===== src/rtl/fa_bist_if.sv =====
// Bundle of signals between the full-adder BIST controller and its
// environment: start request, operand drive, adder response and status.
interface fa_bist_if;
    logic       start;
    logic       A;
    logic       B;
    logic       Cin;
    logic       S;
    logic       Cout;
    logic       busy;
    logic       done;
    logic       pass;
    logic [3:0] err_count;
    logic [2:0] fail_vec;

    modport master (
        input  start, S, Cout,
        output A, B, Cin, busy, done, pass, err_count, fail_vec
    );

    modport slave (
        output start, S, Cout,
        input  A, B, Cin, busy, done, pass, err_count, fail_vec
    );
endinterface


===== src/rtl/fa_bist_ctrl.sv =====
// Full-adder self-test controller: walks all eight {A,B,Cin} vectors,
// waits SETTLE cycles for the adder to respond, checks S/Cout and reports
// pass/err_count/fail_vec with a one-cycle done pulse.
// Optional macro FA_BIST_STOP_ON_FAIL_EN: end the pass on the first mismatch.
//
// state       | meaning
// IDLE        | waiting for start, operands driven to 0
// DRIVE       | operands take the current vector
// SETTLE_WAIT | operands held while the adder settles (SETTLE cycles)
// CHECK       | response compared against the expected sum/carry
// FINISH      | done pulse, pass result valid
module fa_bist_ctrl #(
    parameter int SETTLE = 2
) (
    input logic         clk,
    input logic         rst,
    fa_bist_if.master   bus
);
    localparam logic [2:0] IDLE        = 3'd0;
    localparam logic [2:0] DRIVE       = 3'd1;
    localparam logic [2:0] SETTLE_WAIT = 3'd2;
    localparam logic [2:0] CHECK       = 3'd3;
    localparam logic [2:0] FINISH      = 3'd4;

    logic [2:0] state;
    logic [2:0] vec;
    logic [2:0] abc;
    logic [3:0] cnt;
    logic [3:0] err_count;
    logic [2:0] fail_vec;
    logic       pass;

    logic       s_exp;
    logic       c_exp;
    logic       mismatch;
    logic       last;
    logic [3:0] err_next;

    // Expected adder response for the held vector and the pass-end decision.
    always_comb begin
        s_exp    = abc[2] ^ abc[1] ^ abc[0];
        c_exp    = (abc[2] & abc[1]) | (abc[2] & abc[0]) | (abc[1] & abc[0]);
        mismatch = (bus.S != s_exp) || (bus.Cout != c_exp);
        err_next = (mismatch && (err_count != 4'd15)) ? err_count + 4'd1 : err_count;
`ifdef FA_BIST_STOP_ON_FAIL_EN
        last     = (vec == 3'd7) || mismatch;
`else
        last     = (vec == 3'd7);
`endif
    end

    // Sequencer, vector/operand registers and result registers.
    always_ff @(posedge clk or posedge rst) begin
        if (rst) begin
            state     <= IDLE;
            vec       <= 3'd0;
            abc       <= 3'd0;
            cnt       <= 4'd0;
            err_count <= 4'd0;
            fail_vec  <= 3'd0;
            pass      <= 1'b0;
        end else begin
            case (state)
                IDLE, FINISH: begin
                    // FINISH accepts start too, giving back-to-back passes.
                    if (bus.start) begin
                        state     <= DRIVE;
                        vec       <= 3'd0;
                        abc       <= 3'd0;
                        err_count <= 4'd0;
                        fail_vec  <= 3'd0;
                    end else begin
                        state <= IDLE;
                    end
                end
                DRIVE: begin
                    state <= SETTLE_WAIT;
                    cnt   <= 4'(SETTLE - 1);
                end
                SETTLE_WAIT: begin
                    if (cnt == 4'd0) begin
                        state <= CHECK;
                    end else begin
                        cnt <= cnt - 4'd1;
                    end
                end
                CHECK: begin
                    err_count <= err_next;
                    if (mismatch && (err_count == 4'd0)) begin
                        fail_vec <= abc;
                    end
                    if (last) begin
                        state <= FINISH;
                        pass  <= (err_next == 4'd0);
                        abc   <= 3'd0;
                    end else begin
                        state <= DRIVE;
                        vec   <= vec + 3'd1;
                        abc   <= vec + 3'd1;
                    end
                end
                default: state <= IDLE;
            endcase
        end
    end

    assign bus.A         = abc[2];
    assign bus.B         = abc[1];
    assign bus.Cin       = abc[0];
    assign bus.busy      = (state == DRIVE) || (state == SETTLE_WAIT) || (state == CHECK);
    assign bus.done      = (state == FINISH);
    assign bus.pass      = pass;
    assign bus.err_count = err_count;
    assign bus.fail_vec  = fail_vec;
endmodule


===== src/flat_wrapper.sv =====
// flat-port wrapper written by rule: the top's interface ports become plain ports
module fa_bist_ctrl_flat 
#(
    parameter int SETTLE = 2
)
  (clk, rst, bus_start, bus_S, bus_Cout, bus_A, bus_B, bus_Cin, bus_busy, bus_done, bus_pass, bus_err_count, bus_fail_vec);
  fa_bist_if bus_i ();
  input logic clk;
  input logic rst;
  input wire logic [$bits(bus_i.start)-1:0] bus_start;
  input wire logic [$bits(bus_i.S)-1:0] bus_S;
  input wire logic [$bits(bus_i.Cout)-1:0] bus_Cout;
  output wire logic [$bits(bus_i.A)-1:0] bus_A;
  output wire logic [$bits(bus_i.B)-1:0] bus_B;
  output wire logic [$bits(bus_i.Cin)-1:0] bus_Cin;
  output wire logic [$bits(bus_i.busy)-1:0] bus_busy;
  output wire logic [$bits(bus_i.done)-1:0] bus_done;
  output wire logic [$bits(bus_i.pass)-1:0] bus_pass;
  output wire logic [$bits(bus_i.err_count)-1:0] bus_err_count;
  output wire logic [$bits(bus_i.fail_vec)-1:0] bus_fail_vec;
  assign bus_i.start = bus_start;
  assign bus_i.S = bus_S;
  assign bus_i.Cout = bus_Cout;
  assign bus_A = bus_i.A;
  assign bus_B = bus_i.B;
  assign bus_Cin = bus_i.Cin;
  assign bus_busy = bus_i.busy;
  assign bus_done = bus_i.done;
  assign bus_pass = bus_i.pass;
  assign bus_err_count = bus_i.err_count;
  assign bus_fail_vec = bus_i.fail_vec;
  fa_bist_ctrl #(.SETTLE(SETTLE)) u_core (.clk(clk), .rst(rst), .bus(bus_i));
endmodule

===== config.mk =====
export PLATFORM = sky130hd
export DESIGN_NAME = fa_bist_ctrl_flat
export DESIGN_NICKNAME = d
export VERILOG_FILES = /design/src/rtl/fa_bist_if.sv /design/src/rtl/fa_bist_ctrl.sv /design/src/flat_wrapper.sv
export SDC_FILE = /design/constraint.sdc
export NUM_CORES = 1
export LEC_CHECK = 0
export CORE_AREA = 2 2 64 66
export DETAILED_ROUTE_END_ITERATION = 6
export DIE_AREA = 0 0 66 68
export DONT_BUFFER_PORTS = 1
export PLACE_DENSITY = 0.45
export REMOVE_ABC_BUFFERS = 1
export SYNTH_ARGS = -nofsm -noshare
export SYNTH_HDL_FRONTEND = slang
export SYNTH_SLANG_ARGS = --single-unit
export TNS_END_PERCENT = 50

===== constraint.sdc =====
create_clock -name clk -period 2.1 [get_ports clk]
set_clock_uncertainty 0.2 [all_clocks]
set_input_delay 0.63 -clock clk [delete_from_list [all_inputs] [get_ports clk]]
set_output_delay 0.63 -clock clk [all_outputs]
set_load 0.03 [all_outputs]

Word-level counts from Yosys, hierarchy flattened
Index checks and enable logic that the tools add are counted.
Widths: inputs -> output; s select.
Cells by class
  add/subtract/negate cells: 3
  multiply operators: 0
  div/mod/pow operators: 0
  order comparisons: 0
  equality and inequality tests: 13
  shift operators: 0
  multiplexer cells: 16
  bitwise logic cells: 7
  reductions and logical operators: 17
Operators by type and width (count)
  $mux 3: 6
  $pmux 3 s2: 3
  $pmux 4 s2: 2
  $logic_not 4->1: 3
  $mux 4: 3
  $pmux 3 s4: 1
  $eq 3x2->1 const B: 2
  $eq 3x3->1 const B: 2
  $ne 2x2->1 const B: 3
  $reduce_and 2->1: 3
  $reduce_and 3->1: 2
  $add 4x1->4 const B: 1
  $ne 2x1->1 const B: 2
  $ne 4x4->1 const B: 1
  $reduce_bool 2->1: 2
  $sub 4x1->4 const B: 1
  $add 3x1->3 const B: 1
  $and 1x1->1: 3
  $eq 3x1->1 const B: 1
  $logic_not 3->1: 1
  $logic_or 1x1->1: 3
  $logic_and 1x1->1: 2
  $ne 1x1->1: 2
  $or 1x1->1: 2
  other kinds (3): 4
Word-level totals
  register bits: 21
  bits in latches: 0
  bits in writable memories: 0
  memory bits (read-only): 0
  output and inout bits: 13
  word-level logic and storage cells: 63
  memories: 0

Depth between registers and ports, before layout
Gate-level depths: netlist (run 1).
  depth in word-level cells: 8
  depth in mapped cells: 6
  mapped depth without buffers: 6

Worst setup path after synthesis (run 1)
OpenSTA, ideal clock, no wires.
  kind: register to register
  from: register u_core.abc[0]
  to: register u_core.err_count[3] (netlist: u_core.bus.err_count[3])
  setup time: 0.121 ns
  arrival: 2.019 ns
  setup slack: -0.240 ns
  cell stages (with the launch flop): 6
  buffers on the path: 0
  period minus slack after synthesis: 2.340 ns
  cell sequence: dfrtp_1 > fa_1 > xnor2_2 > a21oi_1 > mux2_1 > a22o_1
On the way
  cells in the longest elaborated chain, start to end: 8
  elaborated cells between the ends (all ways): 11
Ends and longest elaborated chain
  from (decl): line fa_bist_ctrl.sv:27  | logic [2:0] abc;
  from (signal assigned): line fa_bist_ctrl.sv:99  | abc <= vec + 3'd1;
  $and 1x1->1: line fa_bist_ctrl.sv:42  | c_exp = (abc[2] & abc[1]) | (abc[2] & abc[0]) | (abc[1] & abc[0]);
  $or 1x1->1 (2 in series): line fa_bist_ctrl.sv:42
  $ne 1x1->1: line fa_bist_ctrl.sv:43  | mismatch = (bus.S != s_exp) || (bus.Cout != c_exp);
  $logic_or 1x1->1 *: line fa_bist_ctrl.sv:43
  $logic_and 1x1->1 *: line fa_bist_ctrl.sv:44  | err_next = (mismatch && (err_count != 4'd15)) ? err_count + 4'd1 : err_count;
  $mux 4 *: line fa_bist_ctrl.sv:44
  $pmux 4 s2 *: line fa_bist_ctrl.sv:63  | case (state)
  to (signal assigned): line fa_bist_ctrl.sv:88  | err_count <= err_next;
  to (decl): line fa_bist_ctrl.sv:29  | logic [3:0] err_count;
Every way passes the cells marked *; elsewhere a longest branch is shown, timed or not.
A chain may end at the register's enable or synchronous reset.

Worst setup path after layout (run 1)
  from: register u_core.abc[0]
  to: register u_core.pass (netlist: u_core.bus.pass)
On the way
  cells in the longest elaborated chain, start to end: 8
  elaborated cells between the ends (all ways): 11
Ends and longest elaborated chain
  $and 1x1->1: line fa_bist_ctrl.sv:42
  $or 1x1->1 (2 in series): line fa_bist_ctrl.sv:42
  $ne 1x1->1: line fa_bist_ctrl.sv:43
  $logic_or 1x1->1 *: line fa_bist_ctrl.sv:43
  $logic_and 1x1->1 *: line fa_bist_ctrl.sv:44
  $mux 4 *: line fa_bist_ctrl.sv:44
  $logic_not 4->1 *: line fa_bist_ctrl.sv:94  | pass <= (err_next == 4'd0);
  to (signal assigned): line fa_bist_ctrl.sv:94
  to (decl): line fa_bist_ctrl.sv:31  | logic pass;
Marked as above.

==> results of run 1 <==
==> metrics by stage <==
| stage | total power [mW] | hold slack (ns) |
|---|---|---|
| after floorplan | 1.656 | 0.2699 |
| after global placement | 2.053 | 0.2917 |
| after detailed placement | 2.072 | 0.2919 |
| after CTS | 2.574 | 0.09166 |
| after global routing | 2.821 | 0.09672 |
| final | 2.607 | 0.07886 |
==> worst paths after layout <==
check,end,startpoint,cells after the start
max in group asynchronous,u_core.vec[2]$_DFFE_PP0P_,rst,2
worst min-delay path,u_core.cnt[3]$_DFFE_PP0P_,rst,2
worst max-delay path,u_core.bus.pass$_DFFE_PP0P_,u_core.abc[0]$_DFFE_PP0P_,5
worst max register to register,u_core.bus.pass$_DFFE_PP0P_,u_core.abc[0]$_DFFE_PP0P_,5
min in group clk,u_core.state[0]$_DFFE_PP0P_,bus_start,2
worst min register to register,u_core.vec[2]$_DFFE_PP0P_,u_core.vec[2]$_DFFE_PP0P_,1
==> synth_stat cells, drive strengths merged, types with 2 or more instances <==
| master | n | area share [%] |
|---|---|---|
| a2111oi | 3 | 3.3 |
| a21o | 4 | 2.5 |
| a21oi | 6 | 2.5 |
| a22o | 5 | 3.7 |
| and2 | 2 | 1.1 |
| buf | 2 | 0.84 |
| dfrtp | 21 | 44 |
| ha | 5 | 5.3 |
| inv | 12 | 3.8 |
| mux2i | 3 | 2.5 |
| nand2 | 12 | 3.8 |
| nand2b | 2 | 1.1 |
| nor2 | 8 | 2.5 |
| nor3 | 3 | 1.3 |
| o21ai | 5 | 2.1 |
| xnor2 | 4 | 4.2 |
==> where the power goes <==
group | total, mW | internal [mW] | leakage [nW] | switching, mW
combinational | 1.60 | 0.732 | 0.378 | 0.864
clock | 0.270 | 0.135 | 0.0228 | 0.135
sequential | 0.741 | 0.550 | 0.271 | 0.191
total | 2.61 | 1.42 | 0.671 | 1.19
==> state kept, by name, indices dropped and copies added (netlist names) <==
signal / count
u_core.bus.pass: 1
u_core.bus.err_count: 4
u_core.vec: 3
u_core.cnt: 4
u_core.bus.fail_vec: 3
u_core.abc: 3
u_core.state: 3
==> area by class of cell <==
type	instances	area share, %
Tap cell	50	4.255
Inverter	12	3.064
Timing Repair Buffer	14	7.149
Sequential cell	21	35.74
Multi-Input combinational cell	81	46.72
Clock buffer	4	3.064
==> metal layers <==
| layer | GRT usage (%) | wire length, um | vias to the layer above |
|---|---|---|---|
| li1 | - | - | 438 |
| met1 | 19.81 | 1279 | 448 |
| met2 | 22.47 | 1371 | 12 |
| met3 | 2.303 | 68 | 5 |
| met4 | 7.143 | 48 | 0 |
| met5 | 0 | 0 | - |
==> critical path, cell delays in order, from the launching register on <==
cell	delay (ns)
dfrtp_1	0.41
fa_2	0.52
xnor2_4	0.30
a21oi_2	0.10
mux2_4	0.32
o41ai_2	0.28
==> cells by family after synthesis <==
kind of cell / after synthesis
buf+inv: 15
simple gates: 34
flops: 21
mux: 4
fa+ha+maj: 6
xor+xnor: 5
compound gates: 32
==> what timing repair did <==
action,in CTS,in global routing
buffers inserted,1,0
pin swaps,8,3
endpoints found under the setup margin,9,9
cloned,0,0
resized for setup,13,2
==> run summary, run 1 <==
EDFF count, synth -> 0
Setup-failing EPs final -> 8
Post-synthesis sequential area ratio -> 44.26%
Main combinational cell family by area after synthesis -> compound AO/OA/AOI/OAI gates
CTS Buffer Depth -> 2
Max-Cap Viols -> 0
Cell Area, Placed -> 1334 um^2
Synth Area in Adders -> 6.955%
Unrepaired setup endpoints after global routing -> yes
Vias/cell -> 4.962
Total number of vias -> 903
Drt drc -> 0
CP Capture Type -> flip-flop
CORE AREA -> 3856 um^2
CTS H-tree depth -> 1
Failing checks -> negative setup slack
Pleak -> 0.6713 nW
Num rows -> 23
Layout Utilization -> 38.12%
First-pass GRT wire length -> 4.843 mm
#FFs+latches synth -> 21
CTS Hold Bufs -> 0
Final wirelength -> 2.768 mm
Final min period -> 2.217 ns
DR WL/cell -> 15.21 um
Syn Std Cell Area -> 1187 um^2
FMAX -> 451.0 MHz
Pin count of the biggest net entering global routing -> 22
CP arrival -> 2.18 ns
Status -> complete, but fails checks
Area of the multi-input gates -> 686.9 um^2
Fin. max-slew vios -> 0
Worst slew margin -> 57.86%
Synth warnings -> 0
Initial drt markers -> 28
Commonest non-fill, non-tap cell in the layout -> dfrtp_1
Die span in y -> 68 um
Post-Synth XOR/XNOR Area -> 4.953%
Layout Nets -> 144
Class of the worst hold path -> in -> async
Critical path type -> reg -> reg
All-Layer GR Usage -> 14.50%
CTS tree -> done
R2R Setup Slk -> -0.12 ns
Diodes inserted -> 0
Post-DP HPWL -> 1.890 mm
Initial Util -> 30.79%
Clk slew on worst S/H paths -> 0.08 ns
GPL Wtd Cong -> 0.8178
Worst-Margin Slew -> 0.6321 ns
Pre-antenna DRT Iters -> 4
Synth Area in Compound Gates -> 21.50%
Async S/R FF share, synth -> 100.0%
Worst Setup Slack, final -> -0.1171 ns
PwrDens -> 1774 nW/um^2
Startpoint Class -> flip-flop
Register area -> 525.5 um^2
Total grt overflow -> 0
Critical Path RT -> 2.07 ns
Share of post-route cells with drive strength above 1 -> 23.48%
Clock Latency Late Sink -> 0.27 ns
Netlist cell types -> 39
Antenna violations before repair -> 0
Cell Count, Final, Fillers Out -> 182
CTS Buf Count -> 3
Total negative slack -> -0.6622 ns
Fin. Hold Viols -> 0
Vias in the first global route -> 967
Simple-gate share of the synthesized area -> 13.91%
Top_reg_cell synth -> dfrtp_1
Root buffer cell -> clkbuf_8
CTS Sinks -> 21
Cells after DPL -> 177
Area grow syn2layout -> 23.81%
Syn_area_per_cell -> 10.15 um^2
Crit-path max FO -> 6
Mapped Cells -> 117
Pre-CTS WS -> -0.1662 ns
Die W -> 66 um
Port Buffers -> 0
Number of routed nets with antenna violations -> 0
Multiplexer share of the synthesized area -> 3.477%
Commonest non-fill, non-tap cells in the layout -> 21 x dfrtp_1, 14 x buf_4, 12 x inv_1, 12 x nand2_1, 7 x nor2_1
Fillers -> 400
Post-route cell area -> 1470 um^2
Fin crit share -> 105.6%
Top Ports -> 18
Peak VDD IR -> 0.8547 mV
Die footprint -> 4488 um^2
No activity file was read; power rests on OpenSTA's default activity.
==> run 2: changes to the inputs <==
--- a/config.mk
+++ b/config.mk
@@ -5,11 +5,10 @@
 export SDC_FILE = /design/constraint.sdc
 export NUM_CORES = 1
 export LEC_CHECK = 0
-export CORE_AREA = 2 2 64 66
+export CORE_AREA = 5 5 67 69
 export DETAILED_ROUTE_END_ITERATION = 6
-export DIE_AREA = 0 0 66 68
+export DIE_AREA = 0 0 72 74
 export DONT_BUFFER_PORTS = 1
-export PLACE_DENSITY = 0.45
 export REMOVE_ABC_BUFFERS = 1
 export SYNTH_ARGS = -nofsm -noshare
 export SYNTH_HDL_FRONTEND = slang
==> run summary, run 2 (synthesis gave the netlist of run 1 again) <==
Status -> complete, but fails checks
Failing checks -> negative setup slack
Total negative slack -> -1.041 ns (-0.3792 ns)
Family with the most delay on the worst path -> compound AO/OA/AOI/OAI gates
Antenna violations before repair -> 0 (unchanged)
Clk slew on worst S/H paths -> 0.08 ns (about the same)
Port Buffers -> 0 (unchanged)
DR WL/cell -> 16.61 um (+9.2%)
Worst Setup Slack, final -> -0.2142 ns (-0.09716 ns)
Layout Nets -> 141 (-2.1%)
Startpoint Class -> flip-flop
Postcts setup bufs -> 0 (-1)
Fillers -> 398 (-0.50%)
CP Capture Type -> flip-flop
Peak VDD IR -> 0.8662 mV (+1.4%)
Num rows -> 23 (unchanged)
CTS tree -> done
Total grt overflow -> 0 (unchanged)
Vias/cell -> 5.341 (+7.6%)
Worst-path cell chain -> fa_2 > xnor2_4 > a2111oi_4 > a211oi_2 > o41ai_2
Diodes inserted -> 0 (unchanged)
Initial Util -> 30.79% (unchanged)
Total number of vias -> 956 (+5.9%)
CTS H-tree depth -> 1 (unchanged)
CTS Sinks -> 21 (unchanged)
Drt drc -> 0 (unchanged)
Area grow syn2layout -> 23.50%
Hold_ws -> 0.07137 ns (-0.007490 ns)
Setup-failing EPs final -> 8 (unchanged)
First-pass GRT wire length -> 5.002 mm (+3.3%)
Commonest non-fill, non-tap cells in the layout -> 21 x dfrtp_1, 12 x inv_1, 12 x nand2_1, 10 x buf_4, 8 x nor2_1
Initial drt markers -> 83 (+200%)
Fin. max-slew vios -> 0 (unchanged)
Die footprint -> 5328 um^2 (+19%)
Root buffer cell -> clkbuf_8
Pre-CTS WS -> -0.1820 ns (-0.01580 ns)
CORE AREA -> 3856 um^2 (unchanged)
Top Ports -> 18 (unchanged)
Post-route cell area -> 1466 um^2 (-0.26%)
Crit-path max FO -> 7 (+1)
Fin. Hold Viols -> 0 (unchanged)
Slowest stage cell, crit path -> fa_2
Cells after DPL -> 175 (-1.1%)
Max-Cap Viols -> 0 (unchanged)
FMAX -> 432.1 MHz (-4.2%)
Vias in the first global route -> 1,025 (+6.0%)
CTS Buf Count -> 3 (unchanged)
Final min period -> 2.314 ns (+0.09716 ns)
Crit path buf inv count -> 0 (unchanged)
Class of the worst hold path -> in -> async
Worst slew margin -> 56.42% (-1.4 points)
CTS Buffer Depth -> 2 (unchanged)
Pin count of the biggest net entering global routing -> 22 (unchanged)
Unrepaired setup endpoints after global routing -> yes
Critical path type -> reg -> reg
CP arrival -> 2.28 ns (+0.10 ns)
Die W -> 72 um (+9.1%)
Commonest non-fill, non-tap cell in the layout -> dfrtp_1
Post-DP HPWL -> 2.085 mm (+10%)
Share of post-route cells with drive strength above 1 -> 22.48% (-1.0 points)
Worst-Margin Slew -> 0.6536 ns (+0.02158 ns)
Critical Path RT -> 2.07 ns (about the same)
Number of routed nets with antenna violations -> 0 (unchanged)
Cell Count, Final, Fillers Out -> 179 (-1.6%)
Power, Total -> 2.648 mW (+1.6%)
Fin crit share -> 110.2% (+4.6 points)
Layout Utilization -> 38.03% (-0.097 points)
Cell Area, Placed -> 1319 um^2 (-1.1%)
All-Layer GR Usage -> 12.09% (-2.4 points)
PwrDens -> 1806 nW/um^2 (+1.8%)
Largest registers -> u_core.bus.err_count x4, u_core.cnt x4
CP max stage delay -> 0.64 ns (+0.12 ns)
GPL Wtd Cong -> 0.8000 (-2.2%)
Clock Latency Late Sink -> 0.27 ns (about the same)
Die span in y -> 74 um (+8.8%)
Final wirelength -> 2.974 mm (+7.4%)
Pre-antenna DRT Iters -> 4 (unchanged)
Pleak -> 0.6677 nW (-0.54%)
run 2: what timing repair did:
item / 4_1_cts / 5_1_grt
setup endpoints to repair: 8 / 8
pin swaps: 7 / 1
gates resized for setup: 15 / 1
hold buffers: 0 / 0
run 2: worst paths after layout:
kind / start / to / slack [ns] / cells past startpoint
max in group asynchronous: rst / u_core.bus.err_count[1]$_DFFE_PP0P_ / 1.41 / 2
max: u_core.abc[2]$_DFFE_PP0P_ / u_core.bus.pass$_DFFE_PP0P_ / -0.21 / 5
min in group clk: bus_start / u_core.state[0]$_DFFE_PP0P_ / 0.30 / 2
max reg2reg: u_core.abc[2]$_DFFE_PP0P_ / u_core.bus.pass$_DFFE_PP0P_ / -0.21 / 5
min: rst / u_core.state[0]$_DFFE_PP0P_ / 0.07 / 2
min reg2reg: u_core.vec[2]$_DFFE_PP0P_ / u_core.vec[2]$_DFFE_PP0P_ / 0.32 / 1
run 2: worst register-to-register path, stage by stage, from the launching register on:
cell and delay, ns:
dfrtp_1 0.42, fa_2 0.64, xnor2_4 0.15, a2111oi_4 0.38, a211oi_2 0.11, o41ai_2 0.31
run 2: layer usage:
metal	vias to the layer above	track usage [%]	wire length (um)
li1	436	-	-
met1	480	13.94	1192
met5	-	0	0
met2	34	21.02	1487
met3	6	4.595	221
met4	0	3.549	73
run 2: cell type report:
type / count / area, um^2 / area share, %
Clock inverter: 1 / 5.005 / 0.3413
Sequential cell: 21 / 525.5 / 35.84
Multi-Input combinational cell: 81 / 700.7 / 47.78
Clock buffer: 3 / 41.29 / 2.816
Inverter: 12 / 45.04 / 3.072
Tap cell: 50 / 62.56 / 4.266
Timing Repair Buffer: 11 / 86.33 / 5.887
run 2: where the power goes:
group          switching [mW]  internal, mW
Combinational           0.888         0.718
Clock                   0.147         0.133
Sequential              0.213         0.550
Total                    1.25          1.40
==> run 3: changes to the inputs <==
--- a/config.mk
+++ b/config.mk
@@ -5,10 +5,11 @@
 export SDC_FILE = /design/constraint.sdc
 export NUM_CORES = 1
 export LEC_CHECK = 0
-export CORE_AREA = 5 5 67 69
+export CORE_AREA = 5 5 55 57
 export DETAILED_ROUTE_END_ITERATION = 6
-export DIE_AREA = 0 0 72 74
+export DIE_AREA = 0 0 60 62
 export DONT_BUFFER_PORTS = 1
+export PLACE_DENSITY = 0.66
 export REMOVE_ABC_BUFFERS = 1
 export SYNTH_ARGS = -nofsm -noshare
 export SYNTH_HDL_FRONTEND = slang
==> run summary, run 3 (synthesis gave the netlist of run 1 again) <==
Clk slew on worst S/H paths -> 0.14 ns (+0.06 ns)
Area of the multi-input gates -> 668.1 um^2 (-4.6%)
Number of routed nets with antenna violations -> 0 (unchanged)
Critical path type -> reg -> reg
CTS Buffer Depth -> 2 (unchanged)
Cell Area, Placed -> 1301 um^2 (-1.3%)
Register area -> 528.0 um^2 (+0.48%)
CTS Hold Bufs -> 0 (unchanged)
Class of the worst hold path -> in -> async
Fin. max-slew vios -> 0 (unchanged)
Unrepaired setup endpoints after global routing -> yes
Hold_ws -> -0.007842 ns (-0.07922 ns)
Fin. Hold Viols -> 13 (+13)
CTS H-tree depth -> 1 (unchanged)
Vias in the first global route -> 937 (-8.6%)
Die W -> 60 um (-17%)
CORE AREA -> 2432 um^2 (-37%)
Metal-1 WL -> 1.101 mm (-7.6%)
Pin count of the biggest net entering global routing -> 22 (unchanged)
Drt drc -> 0 (unchanged)
All-Layer GR Usage -> 16.47% (+4.4 points)
Clock Latency Late Sink -> 0.33 ns (+0.06 ns)
Area grow syn2layout -> 17.81%
Worst-Margin Slew -> 0.6074 ns (-0.04625 ns)
Share of post-route cells with drive strength above 1 -> 24.62% (+2.1 points)
Setup-failing EPs final -> 7 (-1)
Fin crit share -> 106.8% (-3.4 points)
Worst Setup Slack, final -> -0.1424 ns (+0.07180 ns)
CP arrival -> 2.27 ns (about the same)
DR WL/cell -> 15.96 um (-4.0%)
Peak VDD IR -> 0.9497 mV (+9.6%)
Fillers -> 207 (-48%)
Power, Total -> 2.431 mW (-8.2%)
Root buffer cell -> clkbuf_4
Total grt overflow -> 0 (unchanged)
GPL Wtd Cong -> 0.8133 (+1.7%)
Routed wl met3 -> 102 um (-54%)
Met2 WL -> 1.291 mm (-13%)
Pre-antenna DRT Iters -> 4 (unchanged)
Commonest non-fill, non-tap cell in the layout -> dfrtp_1
Commonest non-fill, non-tap cells in the layout -> 19 x dfrtp_1, 12 x inv_1, 12 x nand2_1, 12 x buf_4, 7 x nor2_1
Diodes inserted -> 0 (unchanged)
Post-DP HPWL -> 1.890 mm (-9.3%)
Pleak -> 0.6518 nW (-2.4%)
Die span in y -> 62 um (-16%)
FMAX -> 445.9 MHz (+3.2%)
Vias/cell -> 5.769 (+8.0%)
First-pass GRT wire length -> 4.519 mm (-9.7%)
Critical Path RT -> 2.12 ns (+0.05 ns)
Die footprint -> 3720 um^2 (-30%)
Max Used Layer -> met4
Top Ports -> 18 (unchanged)
Startpoint Class -> flip-flop
Max-Cap Viols -> 0 (unchanged)
PwrDens -> 1738 nW/um^2 (-3.8%)
Status -> complete, but fails checks
CTS tree -> done
Layout Nets -> 142 (+0.71%)
Port Buffers -> 0 (unchanged)
CTS Sinks -> 21 (unchanged)
Post-route cell area -> 1399 um^2 (-4.6%)
Antenna violations before repair -> 0 (unchanged)
Largest registers -> u_core.bus.err_count x4, u_core.cnt x4
Final wirelength -> 2.553 mm (-14%)
Failing checks -> negative hold slack, negative setup slack
Crit-path max FO -> 7 (unchanged)
Total number of vias -> 923 (-3.5%)
Worst slew margin -> 59.51% (+3.1 points)
Num rows -> 18 (-22%)
Initial Util -> 48.82% (+18 points)
Final min period -> 2.242 ns (-0.07180 ns)
Initial drt markers -> 33 (-60%)
CP Capture Type -> flip-flop
CTS Buf Count -> 3 (unchanged)
Postcts setup bufs -> 0 (unchanged)
[run 3: per-stage QoR]
step / util (%) / instances / TNS [ns] / setup slack, ns / hold slack, ns
3_3_place_gp: 53.50 / 156 / -0.8244 / -0.1344 / 0.2962
2_1_floorplan: - / 114 / -1.276 / -0.2399 / 0.2699
5_1_grt: 57.51 / 160 / -1.278 / -0.2301 / 0.001291
4_1_cts: 56.58 / 160 / -0.6583 / -0.1442 / 0.003730
3_5_place_dp: 53.50 / 156 / -1.177 / -0.2094 / 0.2949
6_report: 57.51 / 160 / -0.5264 / -0.1424 / -0.007842
[run 3: worst max-delay path, stage by stage (launching register included)]
cell	delay [ns]
dfrtp_1	0.42
fa_2	0.63
xnor2_4	0.11
buf_4	0.16
a32oi_4	0.24
xnor2_1	0.12
o41ai_2	0.28
[run 3: power by group]
| part | switching [mW] | total [mW] | internal, mW | leakage, nW |
|---|---|---|---|---|
| sequential | 0.209 | 0.763 | 0.553 | 0.269 |
| combinational | 0.784 | 1.45 | 0.668 | 0.369 |
| clock | 0.143 | 0.216 | 0.0730 | 0.0139 |
| total | 1.14 | 2.43 | 1.29 | 0.652 |
[run 3: routing by layer]
metal	track usage, %	up-vias
met4	6.646	0
met1	19.33	460
met5	0	-
li1	-	443
met2	28.70	13
met3	4.339	7
[run 3: worst paths after layout]
path	startpoint	end	slack, ns	cells past startpoint
worst min-delay path	rst	u_core.cnt[2]$_DFFE_PP0P_	-0.008	2
worst min register to register	u_core.vec[0]$_DFFE_PP0P_	u_core.vec[0]$_DFFE_PP0P_	0.34	1
worst max-delay path	u_core.abc[0]$_DFFE_PP0P_	u_core.bus.pass$_DFFE_PP0P_	-0.14	6
worst max register to register	u_core.abc[0]$_DFFE_PP0P_	u_core.bus.pass$_DFFE_PP0P_	-0.14	6
min in group clk	bus_start	u_core.state[0]$_DFFE_PP0P_	0.21	2
max in group asynchronous	rst	u_core.bus.err_count[1]$_DFFE_PP0P_	1.48	2
[run 3: area by class of cell]
class | count | area share, %
Multi-Input combinational cell | 81 | 47.76
Sequential cell | 21 | 37.75
Timing Repair Buffer | 12 | 6.440
Inverter | 12 | 3.220
Tap cell | 30 | 2.683
Clock buffer | 3 | 1.610
Clock inverter | 1 | 0.5367
[run 3: timing repair]
action,in CTS,in global routing
resized for setup,10,7
setup endpoints to repair,9,10
pin swaps,3,0
==> RTL edit, RTL diff (config.mk and constraints of run 2) <==
The option `FA_BIST_STOP_ON_FAIL_EN` is turned on by a define.
--- a/src/rtl/fa_bist_ctrl.sv
+++ b/src/rtl/fa_bist_ctrl.sv
@@ -10,4 +10,6 @@
 // CHECK       | response compared against the expected sum/carry
 // FINISH      | done pulse, pass result valid
+`define FA_BIST_STOP_ON_FAIL_EN
+
 module fa_bist_ctrl #(
     parameter int SETTLE = 2
Function: changed (Yosys sat finds a counterexample within 10 cycles, from zero or initial values and one cycle with rst high).
==> RTL edit against run 2 <==
  * The flow still finishes with violations (negative setup slack)
  * Total power decreased by 32%
  * Critical path depth is the same
  * Wire length down 14%
  * Die area unchanged
  * Worst setup slack improved by 0.11 ns
  * Non-clock buffer count rose by 2
  * Sequential cell count is the same
  * Cell area fell by 2.2%
  * Count of clock-buffer cells in the layout did not move
  * Sequential share of layout area grew 0.90 points
  * Synthesized cell count fell by 2.6%
  * Synthesized area grew 0.21%
  * Critical path type unchanged
  * Largest cell class unchanged
  * Largest power group unchanged
  * Highest routed layer unchanged
==> RTL edit: results (changes against run 2) <==
- Comb group: 0.889 mW (-45%)
- 1st-iter DRT viols: 27 (-67%)
- Multi-input combinational area share: 46.3% (-1.4 points)
- Non-clk buf share: 6.81% (+0.92 points)
- Post-synthesis sequential area ratio: 44.2% (-0.093 points)
- Met2 usage: 19.8% (-1.2 points)
- First-pass GRT wire length: 4.34 mm (-13%)
- WL met2: 1.33 mm (-11%)
- Clk cell area share: 3.40% (+0.25 points)
- Synth top area cells: dfrtp_1 44%, ha_1 6.3%, a22o_1 3.7%, xnor2_1 2.9%, xor2_1 2.9%
- Synth Area in XOR/XNOR: 5.89% (+0.94 points)
- Setup TNS: -0.615 ns (+0.426 ns)
- Sw frac: 43.7% (-3.4 points)
- Top Family by Delay on Critical Path: adder cells
- WL met1: 1.05 mm (-12%)
- Adder-Cell Fraction of Synth Area: 7.99% (+1.0 points)
- Seq cells: 21 (unchanged)
- Nonclk buf count: 13 (+2)
- Area post-placement: 1330 µm² (+0.76%)
- Proportion of layout cells with a drive suffix above 1: 27.3% (+4.9 points)
- Final worst slack: -0.104 ns (+0.110 ns)
- Critical Path Fanout Max: 3 (-4)
- Tightest Pin Transition: 0.513 ns (-0.140 ns)
- DP Wirelength: 1.96 mm (-6.2%)
- Failing checks: negative setup slack
- Status: finished with violations
- Hold Slack: 0.0731 ns (+0.00170 ns)
- Final setup viols: 11 (+3)
- M3 GR Usage: 2.97% (-1.6 points)
==> RTL edit: metrics by stage <==
stage	setup slack (ns)	utilization, %
floorplan	-0.276	-
global route	-0.187	37.2
finish	-0.104	37.2
CTS	-0.0766	36.9
detailed placement	-0.166	34.5
global placement	-0.139	34.5
==> RTL edit: how the worst max path moves through the flow <==
stage / from / to / cells past startpoint
final: u_core.abc[2] / u_core.bus.fail_vec[2] / 5
after CTS: u_core.abc[2] / u_core.state[0] / 5
after floorplan: u_core.abc[0] / u_core.vec[0] / 5
after global routing: u_core.abc[2] / u_core.bus.pass / 5
after detailed placement: u_core.abc[0] / u_core.state[0] / 5
after global placement: u_core.abc[0] / u_core.bus.pass / 5
==> RTL edit: what timing repair did <==
action / CTS / global route
endpoints found under the hold margin: 0 / 0
pin swaps: 7 / 0
gates resized for setup: 10 / 4
setup endpoints to repair: 14 / 16
cloned: 0 / 0
